==> src/rtl/alarm_sound_ctrl.sv <==
// Alarm ringing controller: sequences the song player through RING/SNOOZE/IDLE with per-second timing.
// Latency: a pulse sampled on edge N is visible on playSound/snoozing after edge N (one cycle later).
// Backpressure: none; pulse inputs are consumed in the cycle they arrive, and ignored pulses are dropped.
//
// Ports:
//   clock, reset        - system clock, synchronous active-high reset
//   alarm_enable        - level, alarm armed
//   alarm_trigger       - one-cycle pulse from timekeeping, alarm time matched
//   snooze, stop        - one-cycle debounced button pulses
//   playSound           - high while ringing, drives the song player
//   snoozing            - high while in snooze
//   snooze_count        - snoozes used in the current alarm event
//   missed              - sticky, a ring timed out without acknowledgement
module alarm_sound_ctrl #(
    parameter int TICKS_PER_SEC  = 100_000_000,
    parameter int RING_SECONDS   = 60,
    parameter int SNOOZE_SECONDS = 300,
    parameter int MAX_SNOOZES    = 3
) (
    input  logic       clock,
    input  logic       reset,
    input  logic       alarm_enable,
    input  logic       alarm_trigger,
    input  logic       snooze,
    input  logic       stop,
    output logic       playSound,
    output logic       snoozing,
    output logic [1:0] snooze_count,
    output logic       missed
);

    // Prescaler width; a one-cycle second still needs a 1-bit counter.
    localparam int TW = (TICKS_PER_SEC > 1) ? $clog2(TICKS_PER_SEC) : 1;

    localparam logic [TW-1:0] TICK_MAX        = TW'(TICKS_PER_SEC - 1);
    localparam logic [15:0]   RING_LAST_SEC   = 16'(RING_SECONDS - 1);
    localparam logic [15:0]   SNOOZE_LAST_SEC = 16'(SNOOZE_SECONDS - 1);
    localparam logic [1:0]    SNOOZE_LIMIT    = 2'(MAX_SNOOZES);

    typedef enum logic [1:0] {
        IDLE   = 2'd0,
        RING   = 2'd1,
        SNOOZE = 2'd2
    } state_t;

    state_t          state;
    state_t          state_nxt;
    logic [TW-1:0]   tick_cnt;
    logic [15:0]     sec_cnt;
    logic            sec_tick;
    logic            ring_done;
    logic            snooze_done;
    logic            snooze_ok;
    logic [1:0]      snooze_count_nxt;
    logic            missed_nxt;

    assign sec_tick = (tick_cnt == TICK_MAX);

    // A duration ends on the tick that would bring sec_cnt up to the limit,
    // so the state lasts exactly SECONDS*TICKS_PER_SEC cycles from entry.
    assign ring_done   = sec_tick && (sec_cnt == RING_LAST_SEC);
    assign snooze_done = sec_tick && (sec_cnt == SNOOZE_LAST_SEC);
    assign snooze_ok   = (snooze_count < SNOOZE_LIMIT);

    // Next-state and bookkeeping.
    always_comb begin
        state_nxt        = state;
        snooze_count_nxt = snooze_count;
        missed_nxt       = missed;

        unique case (state)
            IDLE: begin
                if (alarm_trigger && alarm_enable) begin
                    state_nxt        = RING;
                    snooze_count_nxt = 2'd0;
                    missed_nxt       = 1'b0;
                end
            end

            RING: begin
                if (!alarm_enable) begin
                    state_nxt = IDLE;
                end else if (stop) begin
                    // stop beats both snooze and a same-cycle timeout
                    state_nxt = IDLE;
                end else if (snooze && snooze_ok) begin
                    state_nxt        = SNOOZE;
                    snooze_count_nxt = snooze_count + 2'd1;
                end else if (ring_done) begin
                    // A snooze at the limit falls through here, so it neither
                    // restarts the timer nor masks the timeout.
                    state_nxt  = IDLE;
                    missed_nxt = 1'b1;
                end
            end

            SNOOZE: begin
                if (!alarm_enable || stop) begin
                    state_nxt = IDLE;
                end else if (snooze_done) begin
                    state_nxt = RING;
                end
            end

            default: begin
                state_nxt = IDLE;
            end
        endcase
    end

    // State, bookkeeping registers and timers.
    always_ff @(posedge clock) begin
        if (reset) begin
            state        <= IDLE;
            snooze_count <= 2'd0;
            missed       <= 1'b0;
            tick_cnt     <= '0;
            sec_cnt      <= '0;
        end else begin
            state        <= state_nxt;
            snooze_count <= snooze_count_nxt;
            missed       <= missed_nxt;

            // Timers restart on every transition so each new state starts
            // with a full period; they are parked while idle.
            if ((state_nxt != state) || (state == IDLE)) begin
                tick_cnt <= '0;
                sec_cnt  <= '0;
            end else if (sec_tick) begin
                tick_cnt <= '0;
                sec_cnt  <= sec_cnt + 16'd1;
            end else begin
                tick_cnt <= tick_cnt + TW'(1);
            end
        end
    end

    // Outputs are straight decodes of the state flops, so they are glitch-free
    // and playSound drops for a whole snooze between rings, restarting the tune.
    assign playSound = (state == RING);
    assign snoozing  = (state == SNOOZE);

endmodule

==> config.mk <==
export PLATFORM = sky130hd
export DESIGN_NAME = alarm_sound_ctrl
export DESIGN_NICKNAME = d
export VERILOG_FILES = /design/src/rtl/alarm_sound_ctrl.sv
export SDC_FILE = /design/constraint.sdc
export NUM_CORES = 1
export LEC_CHECK = 0
export CORE_UTILIZATION = 64
export CTS_CLUSTER_DIAMETER = 200
export DETAILED_ROUTE_END_ITERATION = 7
export GPL_TIMING_DRIVEN = 0
export HOLD_SLACK_MARGIN = 0.15
export PLACE_DENSITY = 0.81
export SETUP_SLACK_MARGIN = 0.15
export SLEW_MARGIN = 20
export SYNTH_ARGS = -nofsm -noshare
export SYNTH_HDL_FRONTEND = slang
export SYNTH_SLANG_ARGS = --single-unit
==> constraint.sdc <==
create_clock -name clock -period 3.8 [get_ports clock]
set_clock_uncertainty 0.05 [all_clocks]
set_input_delay 1.14 -clock clock [delete_from_list [all_inputs] [get_ports clock]]
set_output_delay 1.14 -clock clock [all_outputs]
set_load 0.01 [all_outputs]
### Word level (Yosys, flattened, before mapping)

Index checks and enable logic that the tools add are counted.

* word-level logic and storage cells: 53
* bits of input ports: 6
* flip-flop bits (word level): 48

* equal/unequal tests: 12
* $add $sub $neg: 3
* reductions and logical operators: 13
* multiplexer cells: 19
* magnitude comparators: 1

Operators by type and width (count)
* 27-bit by 1-bit adder with 27-bit output, second input constant: 1
* 27-bit == test, second input constant: 1
* 2-bit 2-to-1 mux: 11
* 16-bit by 1-bit adder with 16-bit output, second input constant: 1
* 16-bit by 6-bit == test with 1-bit output, second input constant: 1
* 16-bit by 9-bit == test with 1-bit output, second input constant: 1
* 2-bit inequality test, second input constant: 4
* 2-bit case mux with 3 select lines: 1
* 6-bit AND reduction: 1
* 1-bit 2-to-1 mux: 5
* 5-bit AND reduction: 1
* 1-bit logical AND: 4
* 2-bit by 1-bit inequality test with 1-bit output, second input constant: 2
* 2-bit case mux with 2 select lines: 1
* 3-bit OR reduction: 1
* 2-bit by 1-bit adder with 2-bit output, second input constant: 1
* 2-bit by 1-bit == test with 1-bit output, second input constant: 1
* 2-bit == test, second input constant: 1
* 2-bit zero test: 1
* 1-bit logical OR: 2
* 2-bit < comparator, second input constant: 1
* 2-bit inequality test: 1
* 1-bit case mux with 2 select lines: 1
* 2-bit nonzero test: 1
* 2 further kinds: 2

### Logic depth before layout (Yosys ltp)

Gate-level depths: netlist of the first run.

* word-level depth: 10
* mapped depth: 7

### Least setup slack after synthesis of the first run

OpenSTA, ideal clock, no wires.

* path kind: input port to flip-flop
* from: input alarm_enable
* to: register sec_cnt[12]
* stages on the path: 6
* data arrival time: 2.280 ns
* slack: 1.401 ns
* path through: nor4bb_1 -> nand2_1 -> a21oi_1 -> a21oi_1 -> buf_2 -> a21oi_1

* word-level cells in the longest chain between the ends: 7
* elaborated cells on any way between the ends: 10
* those cells by class: eq/ne: 1; mux: 4; reduce/logical: 5

RTL lines
* from (decl): RTL line 22 `input logic alarm_enable,`
* 1-bit zero test: RTL line 98 `if (!alarm_enable || stop) begin`
* 1-bit logical OR: RTL line 98
* 2-bit 2-to-1 mux: RTL line 98
* 2-bit case mux with 3 select lines *: RTL line 71 `unique case (state)`
* 2-bit inequality test *: RTL line 126 `if ((state_nxt != state) || (state == IDLE)) begin`
* 1-bit logical OR *: RTL line 126
* 2-bit OR reduction (no line) *
* to (signal assigned): RTL line 131 `sec_cnt <= sec_cnt + 16'd1;`
* to (decl): RTL line 49 `logic [15:0] sec_cnt;`

Every way passes the cells marked *; elsewhere a longest branch is shown, timed or not.
A chain may end at the register's enable or synchronous reset.

### Worst setup path after layout of the first run

* from: input alarm_enable
* to: register tick_cnt[15]

* word-level cells in the longest chain between the ends: 7
* elaborated cells on any way between the ends: 10
* those cells by class: eq/ne: 1; mux: 4; reduce/logical: 5

RTL lines
* 1-bit zero test: RTL line 98
* 1-bit logical OR: RTL line 98
* 2-bit 2-to-1 mux: RTL line 98
* 2-bit case mux with 3 select lines *: RTL line 71
* 2-bit inequality test *: RTL line 126
* 1-bit logical OR *: RTL line 126
* 3-bit OR reduction (no line) *
* to (signal assigned): RTL line 133 `tick_cnt <= tick_cnt + TW'(1);`
* to (decl): RTL line 48 `logic [TW-1:0] tick_cnt;`

Marks and branches as above.

==> impl_metrics.tcl, run 1 <==
set metrics [dict create \
    drt_iter0_markers 127 \
    synth-main-ff-cell "dfxtp_1" \
    drive_above_1_share_pct 8.07 \
    ctsHoldBuffers 0 \
    fin_crit_sh_pct 74.6 \
    cts_resized 0 \
    die_y_um 62.2 \
    worstSetupPathType "in2reg" \
    grt_pass1_vias 1809 \
    cts-buffers-inserted 5 \
    die_w_um 62.2 \
    yosys_warnings 0 \
    diodes 0 \
    num_vias 1916 \
    status "finished, final reports clean" \
    fin_crit_ps 2830 \
    slew_headroom_pct 32.8 \
    regArea_sq_um 961 \
    crit_arrival_ps 3120 \
    async_flop_share_pct 0 \
    start_util_pct 67.9 \
    power.leakage_uw 0.000789 \
    area_growth_pct 10.4 \
    place_area_sq_mm 0.00248 \
    clkSlewWorstSetupHoldPaths_ps 150 \
    final_nets 293 \
    routed_wl_um 4340 \
    wl_per_cell_um 13.1 \
    vias_per_cell 5.79 \
    max_cap_viol_count 0 \
    synthCells 267 \
    cp.required_ps 4080 \
    ios 11 \
    grt_max_degree 17 \
    cts.sinks 48 \
    syn_area_sq_mm 0.00232 \
    place_congestion 0.766 \
    grt_pass1_wl_um 7710 \
    synth_nets 276 \
    cts_setup_buffers 0 \
    fmax_ghz 0.353 \
    worst_slew_pin_slew_ps 1000 \
    rsz0062_at_grt "false" \
    cp_max_fo 10 \
    fin_setup_tns_ps 0 \
    pwr_density_cell_mw_per_mm2 327 \
    drc 0 \
    clkLatencyLatePin_ps 380 \
    startpoint_type "input port" \
    finalSetupViolCount 0 \
    n_fill_cell 273 \
    design.core.area_sq_mm 0.00342 \
    vdd_drop_max_mv 0.234 \
    final_common_cell "dfxtp_1" \
    std_cell_rows 21 \
    grt.overflow.total 0 \
    cp-end-kind "flop" \
    synth_edf_count 0 \
    slew_violations 0 \
    grt_usage_pct 25.1 \
    hold_class "reg2reg" \
    cts_root_buf "clkbuf_4" \
    place_hpwl_um 3090 \
    portBuffers 10 \
    ys_ff_latch 48 \
    ys_types 41 \
    stdcell_area_sq_mm 0.00256 \
    dr.pass1.iters 4 \
    most-common-layout-cells "48 x dfxtp_1, 38 x nor2_1, 21 x xor2_1" \
    h-tree-depth 2 \
    antenna_found_initial 0 \
    seq_area_frac_synth_pct 41.4 \
    clockBufferDepth 2 \
    hold_viol_final 0 \
    cts_tree "yes" \
    die-area_sq_mm 0.00387 \
    multi_input_area_sq_mm 0.00130 \
    syn-mean-instance-area_sq_um 8.69 \
    ant_nets 0 \
]
worst paths after layout:
kind,start,end,slack [ps],depth (start not counted)
setup / recovery,alarm_enable,tick_cnt[15]$_SDFF_PP0_,970,7
hold / removal,missed$_SDFFE_PP0P_,missed$_SDFFE_PP0P_,440,1
hold reg to reg,missed$_SDFFE_PP0P_,missed$_SDFFE_PP0P_,440,1
setup reg to reg,tick_cnt[0]$_SDFF_PP0_,tick_cnt[24]$_SDFF_PP0_,1430,6
critical path, cell delays in order:
cell,delay (ps)
clkdlybuf4s50_1,510
nor4bb_1,580
nand2_1,180
a21oi_1,220
nand2b_1,150
buf_2,220
nor2_1,120
state kept, by name, indices dropped and copies added, names as in the netlist:
| signal | count |
|---|---|
| sec_cnt | 16 |
| missed | 1 |
| state | 2 |
| snooze_count | 2 |
| tick_cnt | 27 |
cell usage after synthesis (2+ instances only):
cell	number	share of area, %
a21oi_1	17	3.7
a31oi_1	2	0.54
and3_1	7	1.9
and4_1	4	1.5
buf_2	5	1.1
clkbuf_1	3	0.49
dfxtp_1	48	41
ha_1	3	1.6
inv_1	6	0.97
nand2_1	11	1.8
nand2b_1	3	0.81
nand3_1	15	3.2
nand3b_1	3	0.97
nand4_1	16	4.3
nor2_1	38	6.1
nor2b_1	4	1.1
nor3_1	6	1.3
nor4_1	2	0.54
nor4_4	2	1.8
nor4bb_1	3	1.3
o21ai_0	10	2.2
o31ai_1	2	0.65
or2_2	2	0.54
or3_1	8	2.2
or4_1	4	1.3
xnor2_1	8	3.0
xor2_1	21	7.9
routing by layer:
layer  up-vias  global-route usage, %  share of wire, %
met1       887                   30.6                48
li1        993                      -                 -
met5         -                      0                 0
met4         0                   14.5               2.4
met3        10                   6.07               3.1
met2        26                   40.2                46
power by group:
part	total (uW)	switching [uW]	internal, uW
sequential	505	0.893	504
clock	316	175	141
combinational	16.0	7.05	8.98
total	837	183	654
area by class of cell:
class / count / share of cell area (%)
inverter: 6 / 0.879
clock inverter: 3 / 1.81
multi-input combinational: 205 / 50.8
buffer: 8 / 1.42
sequential: 48 / 37.5
clock buffer: 5 / 1.47
tap: 46 / 2.25
timing repair buffer: 10 / 3.91
cell families (layout without fill, tap and decap cells):
logic type               count (synthesis)  count (layout)  share of synthesized area (%)
AND/OR/NAND/NOR                        138             138                           35.0
buffers and inverters                   14              32                           2.53
multiplexers                             1               1                          0.432
XOR/XNOR                                29              29                           10.9
adder cells (fa/ha/maj)                  3               3                           1.62
AO/OA/AOI/OAI                           34              34                           8.09
flip-flops                              48              48                           41.4
through the flow:
| step | setup slack [ps] | instances | hold WS, ps | util [%] | power, uW |
|---|---|---|---|---|---|
| floorplan | 1400 | 267 | 376 | - | 522 |
| CTS | 991 | 331 | 440 | 75.0 | 846 |
| detailed placement | 594 | 323 | 407 | 72.5 | 532 |
| finish | 966 | 331 | 435 | 75.0 | 837 |
| global placement | 611 | 323 | 389 | 72.5 | 532 |
| global route | 762 | 331 | 471 | 75.0 | 866 |
Power figures use the tool's default switching activity.
==> run 2, diff against run 1 <==
CORE_UTILIZATION = 59   (was 64)
PLACE_DENSITY = 0.75   (was 0.81)
clock period = 2.74 ns   (was 3.8 ns; I/O delays follow)
==> impl_metrics.tcl, run 2 (synthesis results as in run 1) <==
set metrics [dict create \
    ant_nets 0 \
    die_y_um 64.7 \
    start_util_pct 62.4 \
    largest_reg_flops 27 \
    dp_cells 325 \
    diodes 0 \
    slowest_delay_ps 530 \
    cts.sinks 48 \
    met3_usage_pct 3.70 \
    stdcell_area_sq_mm 0.00262 \
    fmax_ghz 0.416 \
    grt_pass1_vias 1680 \
    antenna_found_initial 0 \
    critPathTopFamily "buffers and inverters" \
    max_cap_viol_count 0 \
    status "finished, final reports clean" \
    routed_wl_um 4400 \
    drive_above_1_share_pct 8.10 \
    post-place-ws_ps -147 \
    slew_violations 0 \
    fin_crit_sh_pct 87.7 \
    p_sw_share_pct 18.6 \
    fin_setup_tns_ps 0 \
    combPwrFrac_pct 1.8 \
    grt.overflow.total 0 \
    largest_registers "tick_cnt x27, sec_cnt x16" \
    worstSetupPathType "in2reg" \
    p_int_uw 1070 \
    hold_viol_final 0 \
    drc 0 \
    ios 11 \
    most-common-layout-cells "48 x dfxtp_1, 38 x nor2_1, 21 x xor2_1" \
    power.leakage_uw 0.000813 \
    worst_slew_pin_slew_ps 905 \
    std_cell_rows 22 \
    crit_chain "clkdlybuf4s50_1 -> nor4bb_4 -> nand2_1 -> a21oi_1 -> a21oi_1 -> buf_2 -> a21oi_1" \
    die-area_sq_mm 0.00419 \
    final_nets 293 \
    place_hpwl_um 3200 \
    pwr_density_cell_mw_per_mm2 501 \
    place_area_sq_mm 0.00248 \
    startpoint_type "input port" \
    crit_top_cell "a21oi_1" \
    rsz0062_at_grt "false" \
    dr.pass1.iters 4 \
    vdd_drop_max_mv 0.383 \
    cp-end-kind "flop" \
    cts_tree "yes" \
    seq_power_share_pct 53.2 \
    grt.busiest_layer "met2" \
    grt_util_met1_pct 29.2 \
    grt_pass1_wl_um 7330 \
    h-tree-depth 2 \
    vias_per_cell 5.75 \
    num_vias 1908 \
    grt_max_degree 15 \
    portBuffers 10 \
    cts_root_buf "clkbuf_8" \
    grt_usage_pct 22.4 \
    place_congestion 0.804 \
    clkLatencyLatePin_ps 300 \
    wl_per_cell_um 13.3 \
    design.core.area_sq_mm 0.00372 \
    cp_max_fo 10 \
    slew_headroom_pct 39.2 \
    met2_usage_pct 37.2 \
    cts_setup_buffers 0 \
    slowest_stage "clkdlybuf4s50_1" \
    cp.required_ps 2920 \
    cp.buffers_inverters 2 \
    die_w_um 64.7 \
    fin_ws_ps 337 \
    cts-buffers-inserted 5 \
    area_growth_pct 13.1 \
    fin_crit_ps 2400 \
    crit_arrival_ps 2580 \
    switchingPower_uw 244 \
    clkSlewWorstSetupHoldPaths_ps 90 \
    top_register "tick_cnt" \
    finalSetupViolCount 0 \
    final_common_cell "dfxtp_1" \
    stdcell_count 332 \
    hold_class "reg2reg" \
    clkPwrFrac_pct 45.0 \
    drt_iter0_markers 77 \
    clockBufferDepth 2 \
]
==> run 2: worst paths after layout <==
kind,from,to,slack [ps],cells after the start
min reg2reg,missed$_SDFFE_PP0P_,missed$_SDFFE_PP0P_,420,1
max reg2reg,tick_cnt[0]$_SDFF_PP0_,tick_cnt[2]$_SDFF_PP0_,380,7
max,alarm_enable,sec_cnt[6]$_SDFFE_PP0P_,340,7
min,missed$_SDFFE_PP0P_,missed$_SDFFE_PP0P_,420,1
==> run 2: through the flow <==
| step | utilization (%) | hold slack [ps] | total power (uW) |
|---|---|---|---|
| floorplan | - | 376 | 725 |
| global placement | 66.7 | 389 | 738 |
| detailed placement | 66.7 | 402 | 738 |
| CTS | 70.4 | 422 | 1320 |
| global route | 70.6 | 458 | 1350 |
| finish | 70.6 | 417 | 1310 |
==> run 2: power groups by stage <==
stage          logic (uW)  registers, uW  clock network, uW
2_1_floorplan        9.16            715                  0
6_report             24.2            699                591
3_3_place_gp         22.3            716                  0
5_1_grt              25.9            700                622
3_5_place_dp         22.3            716                  0
4_1_cts              22.9            699                598
==> run 2: layout make-up <==
cell class,instances,area [sq um]
Buffer,8,36.3
Clock buffer,5,68.8
Clock inverter,2,60.1
Fill cell,309,1090
Inverter,6,22.5
Multi-Input combinational cell,205,1320
Sequential cell,48,961
Tap cell,48,60.1
Timing Repair Buffer,10,100
==> run 2: metal layers <==
metal	wire [um]	vias up	share of wire (%)
met5	0	-	0
met4	55	0	1.2
met3	109	7	2.5
met2	2060	20	47
met1	2180	881	49
li1	-	1000	-
==> run 2: repair_timing <==
| action | CTS | global route |
|---|---|---|
| hold buffers | 0 | 0 |
| resized for setup | 1 | 1 |
| gates cloned | 0 | 0 |
| endpoints found under the setup margin | 4 | 32 |
